**config.mk**
```make
export PLATFORM = sky130hd
export DESIGN_NAME = door_tally
export DESIGN_NICKNAME = d
export VERILOG_FILES = /design/src/rtl/door_tally.sv
export SDC_FILE = /design/constraint.sdc
export NUM_CORES = 1
export LEC_CHECK = 0
export CAP_MARGIN = 20
export CORE_MARGIN = 4
export CORE_UTILIZATION = 60
export CTS_BUF_LIST = sky130_fd_sc_hd__clkbuf_4
export CTS_CLUSTER_SIZE = 25
export DETAILED_ROUTE_END_ITERATION = 10
export PLACE_DENSITY = 0.77
export SYNTH_ARGS = -nofsm -noshare
export SYNTH_HDL_FRONTEND = slang
export SYNTH_SLANG_ARGS = --single-unit
```
**constraint.sdc**
```tcl
create_clock -name clk2 -period 5.8 [get_ports clk2]
set_input_delay 1.16 -clock clk2 [delete_from_list [all_inputs] [get_ports clk2]]
set_output_delay 1.16 -clock clk2 [all_outputs]
set_load 0.01 [all_outputs]
```
**src/rtl/door_tally.sv**
```systemverilog
// door_tally: tallies door selections over a frame of FRAME valid beats,
// then reports one word per door (0..4) through a valid/ready port.
// A frame that completes while a report is still in progress sets a sticky overrun flag.
module door_tally #(
  parameter int FRAME = 16
) (
  input  logic       clk2,
  input  logic       rst,
  input  logic       in_valid,
  input  logic [7:0] in_data,
  input  logic       out_ready,
  output logic       out_valid,
  output logic [2:0] out_door,
  output logic [7:0] out_count,
  output logic [4:0] out_id,
  output logic       out_last,
  output logic       overrun,
  output logic [7:0] bad_cnt
);

  typedef enum logic {IDLE, REPORT} state_e;

  localparam logic [7:0] LAST_BEAT = 8'(FRAME - 1);
  localparam logic [2:0] LAST_K    = 3'd4;

  state_e          state_q, state_d;
  logic [2:0]      k_q, k_d;
  logic [4:0][7:0] cnt_q, cnt_d, snap_cnt_q, snap_cnt_d, live_cnt;
  logic [4:0][4:0] id_q, id_d, snap_id_q, snap_id_d, live_id;
  logic [7:0]      frame_cnt_q, frame_cnt_d;
  logic [7:0]      bad_cnt_q, bad_cnt_d;
  logic            overrun_q, overrun_d;
  logic            out_valid_q, out_valid_d;
  logic [2:0]      out_door_q, out_door_d;
  logic [7:0]      out_count_q, out_count_d;
  logic [4:0]      out_id_q, out_id_d;
  logic            out_last_q, out_last_d;

  logic [2:0] door;
  logic [4:0] id;
  logic       beat, bad, frame_done, hs, last_hs, capture;

  // Next-state: live tally, snapshot capture, report sequencing and output word.
  always_comb begin
    door       = in_data[7:5];
    id         = in_data[4:0];
    beat       = in_valid && (door < 3'd5);
    bad        = in_valid && (door >= 3'd5);
    frame_done = beat && (frame_cnt_q == LAST_BEAT);
    hs         = out_valid_q && out_ready;
    last_hs    = (state_q == REPORT) && hs && (k_q == LAST_K);
    // A new snapshot is only taken when no report words remain after this edge.
    capture    = frame_done && ((state_q == IDLE) || last_hs);

    // Live state including the current beat; this is what a capture sees.
    live_cnt = cnt_q;
    live_id  = id_q;
    if (beat) begin
      live_cnt[door] = cnt_q[door] + 8'd1;
      live_id[door]  = id;
    end

    cnt_d       = frame_done ? '0 : live_cnt;
    id_d        = frame_done ? '0 : live_id;
    frame_cnt_d = frame_done ? 8'd0 : (beat ? frame_cnt_q + 8'd1 : frame_cnt_q);
    bad_cnt_d   = (bad && (bad_cnt_q != 8'hFF)) ? bad_cnt_q + 8'd1 : bad_cnt_q;

    state_d    = state_q;
    k_d        = k_q;
    snap_cnt_d = snap_cnt_q;
    snap_id_d  = snap_id_q;
    overrun_d  = overrun_q;

    if ((state_q == REPORT) && hs) begin
      if (k_q == LAST_K) begin
        state_d = IDLE;
        k_d     = 3'd0;
      end else begin
        k_d = k_q + 3'd1;
      end
    end

    if (capture) begin
      state_d    = REPORT;
      k_d        = 3'd0;
      snap_cnt_d = live_cnt;
      snap_id_d  = live_id;
    end else if (frame_done) begin
      overrun_d = 1'b1;
    end

    // Output word is registered, derived from the next state so it lines up with k.
    out_valid_d = (state_d == REPORT);
    out_door_d  = 3'd0;
    out_count_d = 8'd0;
    out_id_d    = 5'd0;
    out_last_d  = 1'b0;
    if ((state_d == REPORT) && (k_d <= LAST_K)) begin
      out_door_d  = k_d;
      out_count_d = snap_cnt_d[k_d];
      out_id_d    = snap_id_d[k_d];
      out_last_d  = (k_d == LAST_K);
    end
  end

  // State registers; synchronous reset drops any beat arriving with it.
  always_ff @(posedge clk2) begin
    if (rst) begin
      state_q     <= IDLE;
      k_q         <= 3'd0;
      cnt_q       <= '0;
      id_q        <= '0;
      snap_cnt_q  <= '0;
      snap_id_q   <= '0;
      frame_cnt_q <= 8'd0;
      bad_cnt_q   <= 8'd0;
      overrun_q   <= 1'b0;
      out_valid_q <= 1'b0;
      out_door_q  <= 3'd0;
      out_count_q <= 8'd0;
      out_id_q    <= 5'd0;
      out_last_q  <= 1'b0;
    end else begin
      state_q     <= state_d;
      k_q         <= k_d;
      cnt_q       <= cnt_d;
      id_q        <= id_d;
      snap_cnt_q  <= snap_cnt_d;
      snap_id_q   <= snap_id_d;
      frame_cnt_q <= frame_cnt_d;
      bad_cnt_q   <= bad_cnt_d;
      overrun_q   <= overrun_d;
      out_valid_q <= out_valid_d;
      out_door_q  <= out_door_d;
      out_count_q <= out_count_d;
      out_id_q    <= out_id_d;
      out_last_q  <= out_last_d;
    end
  end

  assign out_valid = out_valid_q;
  assign out_door  = out_door_q;
  assign out_count = out_count_q;
  assign out_id    = out_id_q;
  assign out_last  = out_last_q;
  assign overrun   = overrun_q;
  assign bad_cnt   = bad_cnt_q;

endmodule
```
==> metrics.md, run 1 <==
| Metric | Value |
|---|---|
| Crit Path Class | `in2reg` |
| Post-cts sizing count | `0` |
| Hold path depth | `2` |
| H-tree levels | `4` |
| Post-route cell area | `about 0.0079 sq mm` |
| Die Area | `around 0.014 sq mm` |
| Worst-Margin Slew | `approximately 1.1 ns` |
| Final nets | `between 700 and 800` |
| Delay-heaviest family, CP | `compound AO/OA/AOI/OAI gates` |
| Final Critical Period | `around 4.0 ns` |
| Area of the mapped netlist | `0.00720 sq mm` |
| Final setup TNS | `0 ns` |
| Buf/Inv on CP | `1` |
| I/O Pins | `39` |
| Worst Path Max Fanout | `28` |
| FMAX | `approximately 0.25 GHz` |
| CTS sink count | `between 150 and 200` |
| Synthesized flop and latch total | `between 150 and 200` |
| Yosys warns | `0` |
| CP arrival | `4.51 ns` |
| Port Buffers | `38` |
| Leakage power | `2.75 nW` |
| Largest net degree at the start of global routing | `95` |
| PD cells | `~250 mW/mm^2` |
| Setup crit end kind | `flip-flop` |
| Area post-placement | `roughly 0.0076 sq mm` |
| CTS tree | `yes` |
| RSZ-0062 raised after global routing | `false` |
| Met3 WL post-DR | `about 1000 microns` |
| R2R Path Start | `k_q[0]` |
| Initial antenna violation count | `0` |
| CTS max path bufs | `2` |
| Post-synth net total | `just under 800` |
| Via count | `approximately 5,700` |
| RR Endpoint | `out_count[0]` |
| Maxcap violations | `0` |
| GPL Wtd Cong | `between 0.9 and 1` |
| Setup violators final | `0` |
| Count of cell types in the netlist | `67` |
| Total Routing Usage GR | `25.8%` |
| Reg2reg setup slack | `~3.0 ns` |
| Core ar. | `about 0.012 sq mm` |
| Final wirelength | `~17,000 microns` |
| Area growth syn-to-layout | `9.42%` |
| Outcome | `finished, final reports clean` |
| Post-DP HPWL | `approximately 11,000 microns` |
| First-pass GRT wire length | `between 20,000 and 30,000 microns` |
| Clock Latency Late Sink | `between 0.5 and 0.6 ns` |
| DR top layer | `met4` |
| FF-to-FF path depth | `9` |
| Number of global-route vias before repair | `5,492` |
| Final Cycle Share | `between 60% and 70%` |
| Mapped Cells | `between 700 and 800` |
| # diodes | `0` |
| Die Ht | `between 100 and 150 microns` |
| Worst path cell trace | `clkdlybuf4s50_1, or2_1, o221ai_1, o31a_1, ha_1, o221ai_1, xnor2_1, mux2i_1, o311ai_1` |
| Hold_sp | `snap_cnt_q[24]` |
| Hold WS | `~0.47 ns` |
| Setup crit start kind | `input pin` |
| Number of synthesized flops with an enable pin | `0` |
| CP max stage cell | `clkdlybuf4s50_1` |
| Layout cells sized above 1 | `slightly below 9%` |
| Req. time, crit path | `6.28 ns` |
| Final Max Slew Viols | `0` |
| Hold Path Class | `reg2reg` |
| Worst slew margin | `24.6%` |
| Fillers | `939` |
| First drt pass iteration count | `5` |
| Die Wd | `between 100 and 150 microns` |
| Row count | `39` |
| Clock-pin slew on the worst setup and hold paths | `about 0.13 ns` |
| Cts-stage hold buffer count | `0` |
| Starting density of the core | `62.2%` |
| VDD IR max | `around 180 uV` |
| Ys flop type | `dfxtp_1` |
| Setup Skew | `approximately 0.015 ns` |
| Worst Hold End | `snap_cnt_q[24]` |
| Initial DRC Count | `around 450` |
| Metal2 WL | `between 8000 and 9000 microns` |
| DRC Markers | `0` |
| CTS root buf | `clkbuf_4` |
| Grt ovf | `0` |
| Post-CTS Setup Repair Bufs | `0` |
| CP max stage delay | `approximately 0.92 ns` |
| Share of synthesized registers carrying an async set or reset | `0%` |
| Met1 Wirelength | `roughly 7500 microns` |
| Post-Syn Area per Cell | `~9.4 sq um` |
| Final Hold Vio Count | `0` |
| Via density | `6.13` |
| Wire per inst | `18.6 microns` |
| Critical path's most frequent cell | `o221ai_1` |
| Seq/Total Area, Yosys | `a little under half` |
| CTS buffer count | `17` |
| Antenna Nets Post-Route | `0` |
through the flow:
stage                     setup WS, ns  instances  total power, W  util [%]
after floorplan                   2.48        767         0.00126         -
after global placement            1.41        898         0.00128      65.7
after detailed placement          1.24        898         0.00129      65.7
after CTS                         1.83        930         0.00196      68.1
after global routing              1.52        930         0.00202      68.1
final                             1.77        930         0.00195      68.1
cell families (layout without fill, tap and decap cells):
group / count (synthesis) / after routing / synth area share (%)
compound gates: 151 / 151 / 15.0
xor+xnor: 15 / 15 / 1.93
fa+ha+maj: 5 / 5 / 0.869
buf+inv: 67 / 87 / 4.19
flops: 168 / 168 / 46.7
mux: 70 / 70 / 11.7
simple gates: 291 / 291 / 19.6
how the worst max path moves through the flow:
stage / slack (ns) / cells after the start / endpoint / start
2_1_floorplan: 2.48 / 9 / snap_cnt_q[34] / in_data[5]
5_1_grt: 1.52 / 9 / out_count[4] / in_data[5]
3_5_place_dp: 1.24 / 9 / out_count[4] / in_data[5]
6_report: 1.77 / 9 / out_count[4] / in_data[5]
3_3_place_gp: 1.41 / 9 / out_count[4] / in_data[5]
4_1_cts: 1.83 / 9 / out_count[4] / in_data[5]
report_power, final:
| group | switching (W) | internal [W] | total [W] | leakage, nW |
|---|---|---|---|---|
| logic | 0.0000630 | 0.0000316 | 0.0000946 | 1.24 |
| registers | 0.00000498 | 0.00116 | 0.00117 | 1.35 |
| clock network | 0.000379 | 0.000305 | 0.000684 | 0.156 |
tightest hold or removal path: stages, from the launching register on:
cell and delay (ns):
dfxtp_1 0.33, nand2_1 0.05, a21oi_1 0.05
cells in the final DEF (no fill, tap or decap), types with 8 or more instances in the layout:
cell type	instances
mux4_2	11
nand2_1	37
o21ai_0	12
mux2i_1	54
nor3_1	20
dfxtp_1	168
nor2_1	133
and3_1	8
nand3_1	24
and2_1	26
a21oi_1	25
clkdlybuf4s50_1	37
buf_4	9
a211oi_1	48
clkbuf_4	20
a31oi_1	16
xnor2_1	9
sequential cells by signal, summed over array words and instances (netlist names):
register and flops:
cnt_q 40, snap_cnt_q 40, id_q 25, snap_id_q 25, bad_cnt 8, frame_cnt_q 8
out_count 8, out_id 5, k_q 3, out_door 3, out_last 1, out_valid 1
overrun 1
layout make-up:
type                    instances  area [sq um]  share of cell area [%]
well taps                     143           179                    2.27
multi-input cells             532          3560                    45.2
clock buffers                  20           150                    1.91
flip-flops and latches        168          3360                    42.7
inverters                       7          26.3                   0.334
repair buffers                 48           463                    5.88
clock inverters                12           131                    1.67
cells in the mapped netlist (7+ instances only):
cell / count / area (sq um)
dfxtp_1: 168 / 3360
nor2_1: 133 / 499
mux2i_1: 55 / 551
a211oi_1: 48 / 360
clkbuf_1: 37 / 139
nand2_1: 37 / 139
a21oi_1: 26 / 130
and2_1: 26 / 163
nand3_1: 24 / 120
nor3_1: 20 / 100
a31oi_1: 16 / 100
buf_2: 16 / 80.1
o21ai_0: 13 / 65.1
mux4_2: 11 / 248
xnor2_1: 9 / 78.8
and3_1: 8 / 50.1
a221oi_1: 7 / 61.3
inv_1: 7 / 26.3
metal layers:
layer  vias up  track usage (%)
met5         -                0
met4         0             8.86
met3        34             6.10
met2       175             42.6
met1      2709             33.3
li1       2782                -
Power figures use the tool's default switching activity.
==> run 2: changes to the inputs <==
==> constraint.sdc (replaced) <==
create_clock -name clk2 -period 3.87 [get_ports clk2]
set_input_delay 0.774 -clock clk2 [delete_from_list [all_inputs] [get_ports clk2]]
set_output_delay 0.774 -clock clk2 [all_outputs]
set_load 0.01 [all_outputs]
==> metrics.md, run 2 (same netlist as run 1, synthesis figures left out) <==
| Metric | Value |
|---|---|
| Area post-placement | `0.00778 sq mm (+2.5%)` |
| Final Cycle Share | `around four fifths` |
| CTS max path bufs | `2 (unchanged)` |
| Worst-Margin Slew | `0.877 ns (-0.248 ns)` |
| Setup Skew | `0.0243 ns (+0.00922 ns)` |
| Core ar. | `0.0116 sq mm (unchanged)` |
| RSZ-0062 raised after global routing | `false` |
| Final nets | `813 (+2.8%)` |
| I/O Pins | `39 (unchanged)` |
| VDD IR max | `270 uV (+48%)` |
| # diodes | `0 (unchanged)` |
| Outcome | `finished, final reports clean` |
| CTS tree | `yes` |
| Met1 Wirelength | `7710 microns (+2.5%)` |
| CP arrival | `3.54 ns (-0.97 ns)` |
| CTS sink count | `168 (unchanged)` |
| Row count | `39 (unchanged)` |
| Final Critical Period | `around 3.0 ns` |
| Largest net degree at the start of global routing | `79 (-17%)` |
| Wire per inst | `18.3 microns (-1.5%)` |
| Die Area | `0.0138 sq mm (unchanged)` |
| Commonest non-fill, non-tap cell in the layout | `dfxtp_1` |
| H-tree levels | `4 (unchanged)` |
| FF-to-FF path depth | `9 (unchanged)` |
| Maxcap violations | `0 (unchanged)` |
| Number of global-route vias before repair | `5,617 (+2.3%)` |
| Highest-count cells in the layout ignoring fill and taps | `dfxtp_1 (168), nor2_1 (133), mux2i_1 (54)` |
| Post-route cell area | `0.00805 sq mm (+2.2%)` |
| Worst Path Max Fanout | `9 (-68%)` |
| Final wirelength | `17,500 microns (+0.88%)` |
| Req. time, crit path | `4.36 ns (-1.92 ns)` |
| Fillers | `916 (-2.4%)` |
| Total Routing Usage GR | `25.9% (+0.093 points)` |
| Via count | `5,921 (+3.9%)` |
| Register area | `0.00336 sq mm (unchanged)` |
| Area growth syn-to-layout | `11.8%` |
| First-pass GRT wire length | `28,800 microns (+0.72%)` |
| Clock-pin slew on the worst setup and hold paths | `0.15 ns (+0.02 ns)` |
| Post-cts sizing count | `0 (unchanged)` |
| Antenna Nets Post-Route | `0 (unchanged)` |
| Initial antenna violation count | `0 (unchanged)` |
| Die Wd | `118 microns (unchanged)` |
| Worst slew margin | `41.6% (+17 points)` |
| Die Ht | `118 microns (unchanged)` |
| Multi-input gate area | `0.00356 sq mm (unchanged)` |
| Hold Path Class | `reg2reg` |
| Post-DP HPWL | `11,900 microns (+6.1%)` |
| Worst path cell trace | `clkdlybuf4s50_1, buf_4, mux2_2, o31a_1, ha_1, xnor2_1, mux2i_1, a211oi_1` |
| Final setup TNS | `0 ns (unchanged)` |
| Setup crit start kind | `input pin` |
| First drt pass iteration count | `5 (unchanged)` |
| PD cells | `354 mW/mm^2 (+43%)` |
| Starting density of the core | `62.2% (unchanged)` |
| CP max stage delay | `0.65 ns (-0.27 ns)` |
| Grt ovf | `0 (unchanged)` |
| Final Hold Vio Count | `0 (unchanged)` |
| CTS root buf | `clkbuf_4` |
| Setup crit end kind | `flip-flop` |
| DRC Markers | `0 (unchanged)` |
| Clock Latency Late Sink | `0.58 ns (+0.02 ns)` |
| Setup violators final | `0 (unchanged)` |
| Layout cells sized above 1 | `12.0% (+3.2 points)` |
| CP max stage cell | `clkdlybuf4s50_1` |
| Cts-stage hold buffer count | `0 (unchanged)` |
| Post-CTS Setup Repair Bufs | `0 (unchanged)` |
| Final Max Slew Viols | `0 (unchanged)` |
| Via density | `6.22 (+1.5%)` |
| Metal2 WL | `8400 microns (+0.24%)` |
| CTS buffer count | `17 (unchanged)` |
| Leakage power | `2.85 nW (+3.4%)` |
| FMAX | `roughly 0.33 GHz` |
| Hold path depth | `2 (unchanged)` |
| Initial DRC Count | `540 (+21%)` |
| Largest regs | `cnt_q (40), snap_cnt_q (40)` |
| Met3 WL post-DR | `926 microns (-11%)` |
| GPL Wtd Cong | `0.905 (-3.4%)` |
| DR top layer | `met4` |
| Port Buffers | `38 (unchanged)` |
| Crit Path Class | `in2reg` |
[run 2: cell types whose count changed in the layout (fill, tap and decap cells not counted), moves of 2 or more]
cell and change:
bufinv_16 -3, clkbuf_4 -3, buf_4 +20, clkinv_4 +4, buf_12 +2, clkinvlp_4 +3, clkinv_1 -6, inv_8 +5
[run 2: final timing paths]
path | from | end | slack, ns
max | in_data[5] | snap_cnt_q[10] | 0.82
min | snap_cnt_q[24] | snap_cnt_q[24] | 0.47
max reg2reg | k_q[1] | snap_cnt_q[31] | 1.43
min reg2reg | snap_cnt_q[24] | snap_cnt_q[24] | 0.47
[run 2: layer usage]
| metal | GRT usage [%] | vias to the layer above |
|---|---|---|
| met3 | 5.05 | 40 |
| li1 | - | 2839 |
| met4 | 10.6 | 0 |
| met2 | 42.3 | 170 |
| met1 | 33.8 | 2872 |
| met5 | 0 | - |
[run 2: power by group]
| part | leakage, nW | internal [W] | switching (W) | total [W] |
|---|---|---|---|---|
| sequential | 1.35 | 0.00174 | 0.00000736 | 0.00175 |
| combinational | 1.36 | 0.0000551 | 0.0000975 | 0.000153 |
| clock | 0.138 | 0.000281 | 0.000668 | 0.000949 |
[run 2: per-stage QoR]
stage / worst slack, ns / util (%) / instances / power [W] / hold WS (ns)
floorplan: 0.939 / - / 767 / 0.00188 / 0.433
global placement: 0.362 / 67.3 / 920 / 0.00194 / 0.443
detailed placement: 0.277 / 67.3 / 920 / 0.00194 / 0.448
CTS: 0.881 / 69.6 / 952 / 0.00287 / 0.468
global route: 0.699 / 69.6 / 952 / 0.00296 / 0.485
finish: 0.825 / 69.6 / 952 / 0.00285 / 0.466
[run 2: worst max-delay path, delay by kind of cell]
family	cells	cell delay, ns
fa+ha+maj	1	0.24
buf+inv	2	0.89
compound gates	2	0.55
mux	2	0.59
xor+xnor	1	0.48
[run 2: final cells by class]
type | count | area share, %
multi-input cells | 532 | 44.3
clock buffers | 17 | 1.59
repair buffers | 70 | 8.11
clock inverters | 15 | 1.69
flip-flops and latches | 168 | 41.8
well taps | 143 | 2.22
inverters | 7 | 0.326
==> run 3: changes to the inputs <==
==> constraint.sdc (replaced) <==
create_clock -name clk2 -period 3.1 [get_ports clk2]
set_input_delay 0.62 -clock clk2 [delete_from_list [all_inputs] [get_ports clk2]]
set_output_delay 0.62 -clock clk2 [all_outputs]
set_load 0.01 [all_outputs]
==> metrics.md, run 3 (same netlist as run 1, synthesis figures left out) <==
| Metric | Value |
|---|---|
| RSZ-0062 raised after global routing | `false` |
| Initial DRC Count | `404 (-25%)` |
| CP max stage delay | `0.51 ns (-0.14 ns)` |
| Setup ws final | `0.495 ns (-0.330 ns)` |
| Setup violators final | `0 (unchanged)` |
| Worst-Margin Slew | `0.869 ns (-0.00714 ns)` |
| Final nets | `839 (+3.2%)` |
| VDD IR max | `331 uV (+23%)` |
| Antenna Nets Post-Route | `0 (unchanged)` |
| Outcome | `finished, final reports clean` |
| Register area | `0.00336 sq mm (unchanged)` |
| H-tree levels | `4 (unchanged)` |
| Setup Skew | `0.0163 ns (-0.00794 ns)` |
| Core ar. | `0.0116 sq mm (unchanged)` |
| Final Cycle Share | `84.0%` |
| Leakage power | `3.04 nW (+6.6%)` |
| Maxcap violations | `0 (unchanged)` |
| Number of global-route vias before repair | `5,789 (+3.1%)` |
| CTS buffer count | `17 (unchanged)` |
| Fillers | `885 (-3.4%)` |
| First drt pass iteration count | `5 (unchanged)` |
| Cts-stage hold buffer count | `0 (unchanged)` |
| Largest net degree at the start of global routing | `79 (unchanged)` |
| Die Wd | `118 microns (unchanged)` |
| Post-DP HPWL | `12,400 microns (+4.0%)` |
| Worst slew margin | `42.0% (+0.48 points)` |
| Wire per inst | `18.2 microns (-0.86%)` |
| Total Routing Usage GR | `26.0% (+0.15 points)` |
| Die Area | `0.0138 sq mm (unchanged)` |
| Die Ht | `118 microns (unchanged)` |
| Starting density of the core | `62.2% (unchanged)` |
| Met1 Wirelength | `7380 microns (-4.4%)` |
| Post-CTS Setup Repair Bufs | `0 (unchanged)` |
| CP max stage cell | `clkdlybuf4s50_1` |
| Post-cts sizing count | `0 (unchanged)` |
| Clock-pin slew on the worst setup and hold paths | `0.13 ns (-0.02 ns)` |
| Clock Latency Late Sink | `0.57 ns (about the same)` |
| GPL Wtd Cong | `0.957 (+5.8%)` |
| CTS root buf | `clkbuf_4` |
| Area growth syn-to-layout | `16.3%` |
| Metal2 WL | `8660 microns (+3.1%)` |
| CP arrival | `3.04 ns (-0.50 ns)` |
| Setup crit start kind | `input pin` |
| Setup crit end kind | `flip-flop` |
| Row count | `39 (unchanged)` |
| Crit Path Class | `in2reg` |
| Multi-input gate area | `0.00356 sq mm (unchanged)` |
| Largest regs | `cnt_q (40), snap_cnt_q (40)` |
| Layout cells sized above 1 | `14.3% (+2.3 points)` |
| Via density | `6.05 (-2.7%)` |
| Met3 WL post-DR | `1240 microns (+33%)` |
| Via count | `5,904 (-0.29%)` |
| Worst Path Max Fanout | `23 (+14)` |
| # diodes | `0 (unchanged)` |
| Final Max Slew Viols | `0 (unchanged)` |
| Final Hold Vio Count | `0 (unchanged)` |
| Commonest non-fill, non-tap cell in the layout | `dfxtp_1` |
| Final wirelength | `17,700 microns (+1.6%)` |
| CTS max path bufs | `2 (unchanged)` |
| CTS tree | `yes` |
| PD cells | `466 mW/mm^2 (+32%)` |
| FMAX | `between 0.3 and 0.4 GHz` |
| Grt ovf | `0 (unchanged)` |
| DR top layer | `met4` |
| Initial antenna violation count | `0 (unchanged)` |
| Port Buffers | `38 (unchanged)` |
| Post-Place Worst Slack | `-0.0935 ns (-0.370 ns)` |
| First-pass GRT wire length | `29,000 microns (+0.69%)` |
| Hold Path Class | `reg2reg` |
| Final setup TNS | `0 ns (unchanged)` |
| Final Critical Period | `about 2.6 ns` |
| Req. time, crit path | `3.54 ns (-0.82 ns)` |
| Highest-count cells in the layout ignoring fill and taps | `dfxtp_1 (168), nor2_1 (133), mux2i_1 (54)` |
| DRC Markers | `0 (unchanged)` |
| I/O Pins | `39 (unchanged)` |
| CTS sink count | `168 (unchanged)` |
| Worst path cell trace | `clkdlybuf4s50_1, buf_12, mux2_2, o31a_1, ha_1, xnor2_1, buf_4, a211oi_1, o21ai_0` |
## run 3: worst paths after layout
| check | from | endpoint | slack [ns] | cells past startpoint |
|---|---|---|---|---|
| max | in_data[5] | out_count[2] | 0.50 | 9 |
| min | snap_cnt_q[24] | snap_cnt_q[24] | 0.47 | 2 |
| max reg2reg | k_q[0] | out_count[2] | 0.69 | 8 |
| min reg2reg | snap_cnt_q[24] | snap_cnt_q[24] | 0.47 | 2 |
## run 3: metrics by stage
| stage | hold WS, ns | total power (W) | cells | util [%] | area [sq um] |
|---|---|---|---|---|---|
| 6_report | 0.470 | 0.00391 | 976 | 72.4 | 8370 |
| 2_1_floorplan | 0.433 | 0.00235 | 767 | - | 7200 |
| 3_5_place_dp | 0.452 | 0.00243 | 946 | 69.3 | 8020 |
| 5_1_grt | 0.499 | 0.00404 | 976 | 72.4 | 8370 |
| 3_3_place_gp | 0.446 | 0.00243 | 946 | 69.3 | 8020 |
| 4_1_cts | 0.472 | 0.00393 | 976 | 72.4 | 8370 |
## run 3: final cells by class
| class | instances | share of cell area [%] |
|---|---|---|
| clock buffer | 17 | 1.52 |
| clock inverter | 13 | 2.71 |
| inverter | 7 | 0.314 |
| multi-input combinational | 532 | 42.6 |
| sequential | 168 | 40.2 |
| tap | 143 | 2.14 |
| timing repair buffer | 96 | 10.6 |
## run 3: power by group
group          leakage (nW)  switching, W  total [W]  internal (W)
Clock                 0.183      0.000728    0.00152      0.000792
Combinational          1.50      0.000122   0.000202     0.0000799
Sequential             1.35    0.00000929    0.00218       0.00217
Total                  3.04      0.000859    0.00391       0.00305
## run 3: layer usage
layer  track usage [%]  vias up
met5                 0        -
met4              11.3        0
met3              5.91       38
met2              43.7      193
met1              32.2     2806
li1                  -     2867
## run 3: worst max-delay path, delay by kind of cell
family	cells	cell delay, ns
AO/OA/AOI/OAI	3	0.83
XOR/XNOR	1	0.17
adder cells (fa/ha/maj)	1	0.22
buffers and inverters	3	0.85
multiplexers	1	0.35
==> variant: new RTL, settings of run 3 <==
Take the reset off `id_q` and load it in a clocked block of its own.
--- a/src/rtl/door_tally.sv
+++ b/src/rtl/door_tally.sv
@@ -109,7 +109,6 @@
       state_q     <= IDLE;
       k_q         <= 3'd0;
       cnt_q       <= '0;
-      id_q        <= '0;
       snap_cnt_q  <= '0;
       snap_id_q   <= '0;
       frame_cnt_q <= 8'd0;
@@ -124,7 +123,6 @@
       state_q     <= state_d;
       k_q         <= k_d;
       cnt_q       <= cnt_d;
-      id_q        <= id_d;
       snap_cnt_q  <= snap_cnt_d;
       snap_id_q   <= snap_id_d;
       frame_cnt_q <= frame_cnt_d;
@@ -138,6 +136,10 @@
     end
   end
 
+  always_ff @(posedge clk2) begin
+    id_q <= id_d;
+  end
+
   assign out_valid = out_valid_q;
   assign out_door  = out_door_q;
   assign out_count = out_count_q;
Function: no difference found for any inputs over 10 cycles, from zero or initial values and one cycle with rst high; that may be too few to reach the edited logic, so the function may still have changed.
==> variant against run 3 <==
Register-to-register slack worse by 0.09 ns. Sequential cell count stayed put. Routed wire length is 4.0% higher. Power is 2.5% lower. Clock skew is 0.00087 ns lower. Synthesized cell count is 6.1% higher. Worst setup slack better by 0.0047 ns. Area after synthesis is 0.21% lower. Final area is 1.5% lower. Fmax is 0.18% higher.
==> variant: results (changes against run 3) <==
synth_seq_area_share: 0.468  # was 0.467
num-fill-cells: 921  # was 885
hpwl_um: 12800  # was 12400 µm
signal_buffers: 90  # was 96
crit_path_end: "snap_cnt_q[38]"  # was out_count[2]
clk_latency_ns: 0.59  # was 0.57 ns
placed_cell_area_mm2: 0.00797  # was 0.00802 mm²
grt_max_degree: 49  # was 79
slew_headroom: 0.633  # was 0.420
syn_nets: 831  # was 784
r2r_end: "out_count[6]"  # was out_count[2]
io_buffer_count: 38  # unchanged
via_count: 6182  # was 5904
gp_congestion: 0.889  # was 0.957
multi_input_area_share: 0.428  # was 0.426
synth_fa_ha_area_frac: 0.00871  # was 0.00869
pwr_density_cell_mw_per_mm2: 462  # was 466 mW/mm²
grt_pass1_vias: 6051  # was 5789
arrival_ns: 3.10  # was 3.04 ns
drive_gt1_frac: 0.129  # was 0.143
synth_xor_area_frac: 0.0216  # was 0.0193
ys_top_cells_by_count: "168 x dfxtp_1, 154 x nor2_1, 88 x nand2_1, 58 x mux2i_1, 55 x a21oi_1"  # was 168 x dfxtp_1, 133 x nor2_1, 55 x mux2i_1, 48 x a211oi_1
dr.max_layer_used: "met4"  # unchanged
largestRegisters: "cnt_q (40), snap_cnt_q (40)"  # unchanged
wl_met2_um: 8440  # was 8660 µm
bufAreaShareNonClock: 0.105  # was 0.106
post-route-period-util: 0.839  # was 0.840
ff2ff_setup_slack_ns: 0.60  # was 0.69 ns
synthMuxAreaShare: 0.0965  # was 0.117
synth_cell_types: 65  # was 67
synth-compound-area-share: 0.158  # was 0.150
syn_inst: 814  # was 767
grt_first_pass_wirelength_um: 30200  # was 29000 µm
holdBufCountCts: 0  # unchanged
wire_per_inst_um: 18.0  # was 18.2 µm
fin_skew_ns: 0.0155  # was 0.0163 ns
met1Wirelength_um: 7880  # was 7380 µm
clk_share: 0.0337  # was 0.0423
fin_hold_ws_ns: 0.493  # was 0.470 ns
reg2reg_depth: 9  # was 8
syn_area_mm2: 0.00718  # was 0.00720 mm²
p_leak_nw: 3.15  # was 3.04 nW
inverters: 8  # was 7
drt_iter0_drc: 473  # was 404
multi_input_gates: 583  # was 532
fin_nets: 885  # was 839
cts_resized: 0  # unchanged
min_from: "snap_cnt_q[32]"  # was snap_cnt_q[24]
place_ws_ns: -0.0618  # was -0.0935 ns
irDropWorstVdd_uv: 419  # was 331 µV
critPathLaunch: "in_data[5]"  # unchanged
placedCellCount: 992  # was 946
yosys-top-cells-area: "dfxtp_1 47%, mux2i_1 8.1%, nor2_1 8.0%"  # was dfxtp_1 47%, mux2i_1 7.6%, nor2_1 6.9%
viasPerCell: 6.04  # was 6.05
dr_wl_met3_um: 1460  # was 1240 µm
status: "finished, final reports clean"  # unchanged
grtUsageTotal: 0.272  # was 0.260
postCtsSetupBuffers: 0  # unchanged
min_to: "out_count[0]"  # was snap_cnt_q[24]
-- variant: changes by cell type after synthesis, moves of 13 or more --
cell	before	now
a21oi_1	26	55
o21ai_0	13	33
nor3_1	20	6
and2_1	26	4
buf_1	2	16
clkbuf_1	37	24
a31oi_1	16	3
nand2_1	37	88
nor2_1	133	154
-- variant: critical path, cell delays in order --
cell and delay (ns):
clkdlybuf4s50_1 0.46, buf_4 0.18, mux2i_1 0.11, nor2_1 0.08
a2bb2oi_1 0.27, ha_1 0.24, o221ai_2 0.15, nor3_4 0.24
xor2_2 0.32, mux2i_1 0.17, a211oi_1 0.26
-- variant: routing by layer --
layer	track usage	vias to the layer above
li1	-	2956
met1	0.348	2905
met2	0.439	262
met3	0.0640	59
met4	0.123	0
met5	0	-
-- variant: where the power goes --
| part | internal (W) | switching (W) |
|---|---|---|
| sequential | 0.00224 | 0.0000262 |
| combinational | 0.000109 | 0.000161 |
| clock | 0.000480 | 0.000790 |
| total | 0.00283 | 0.000978 |
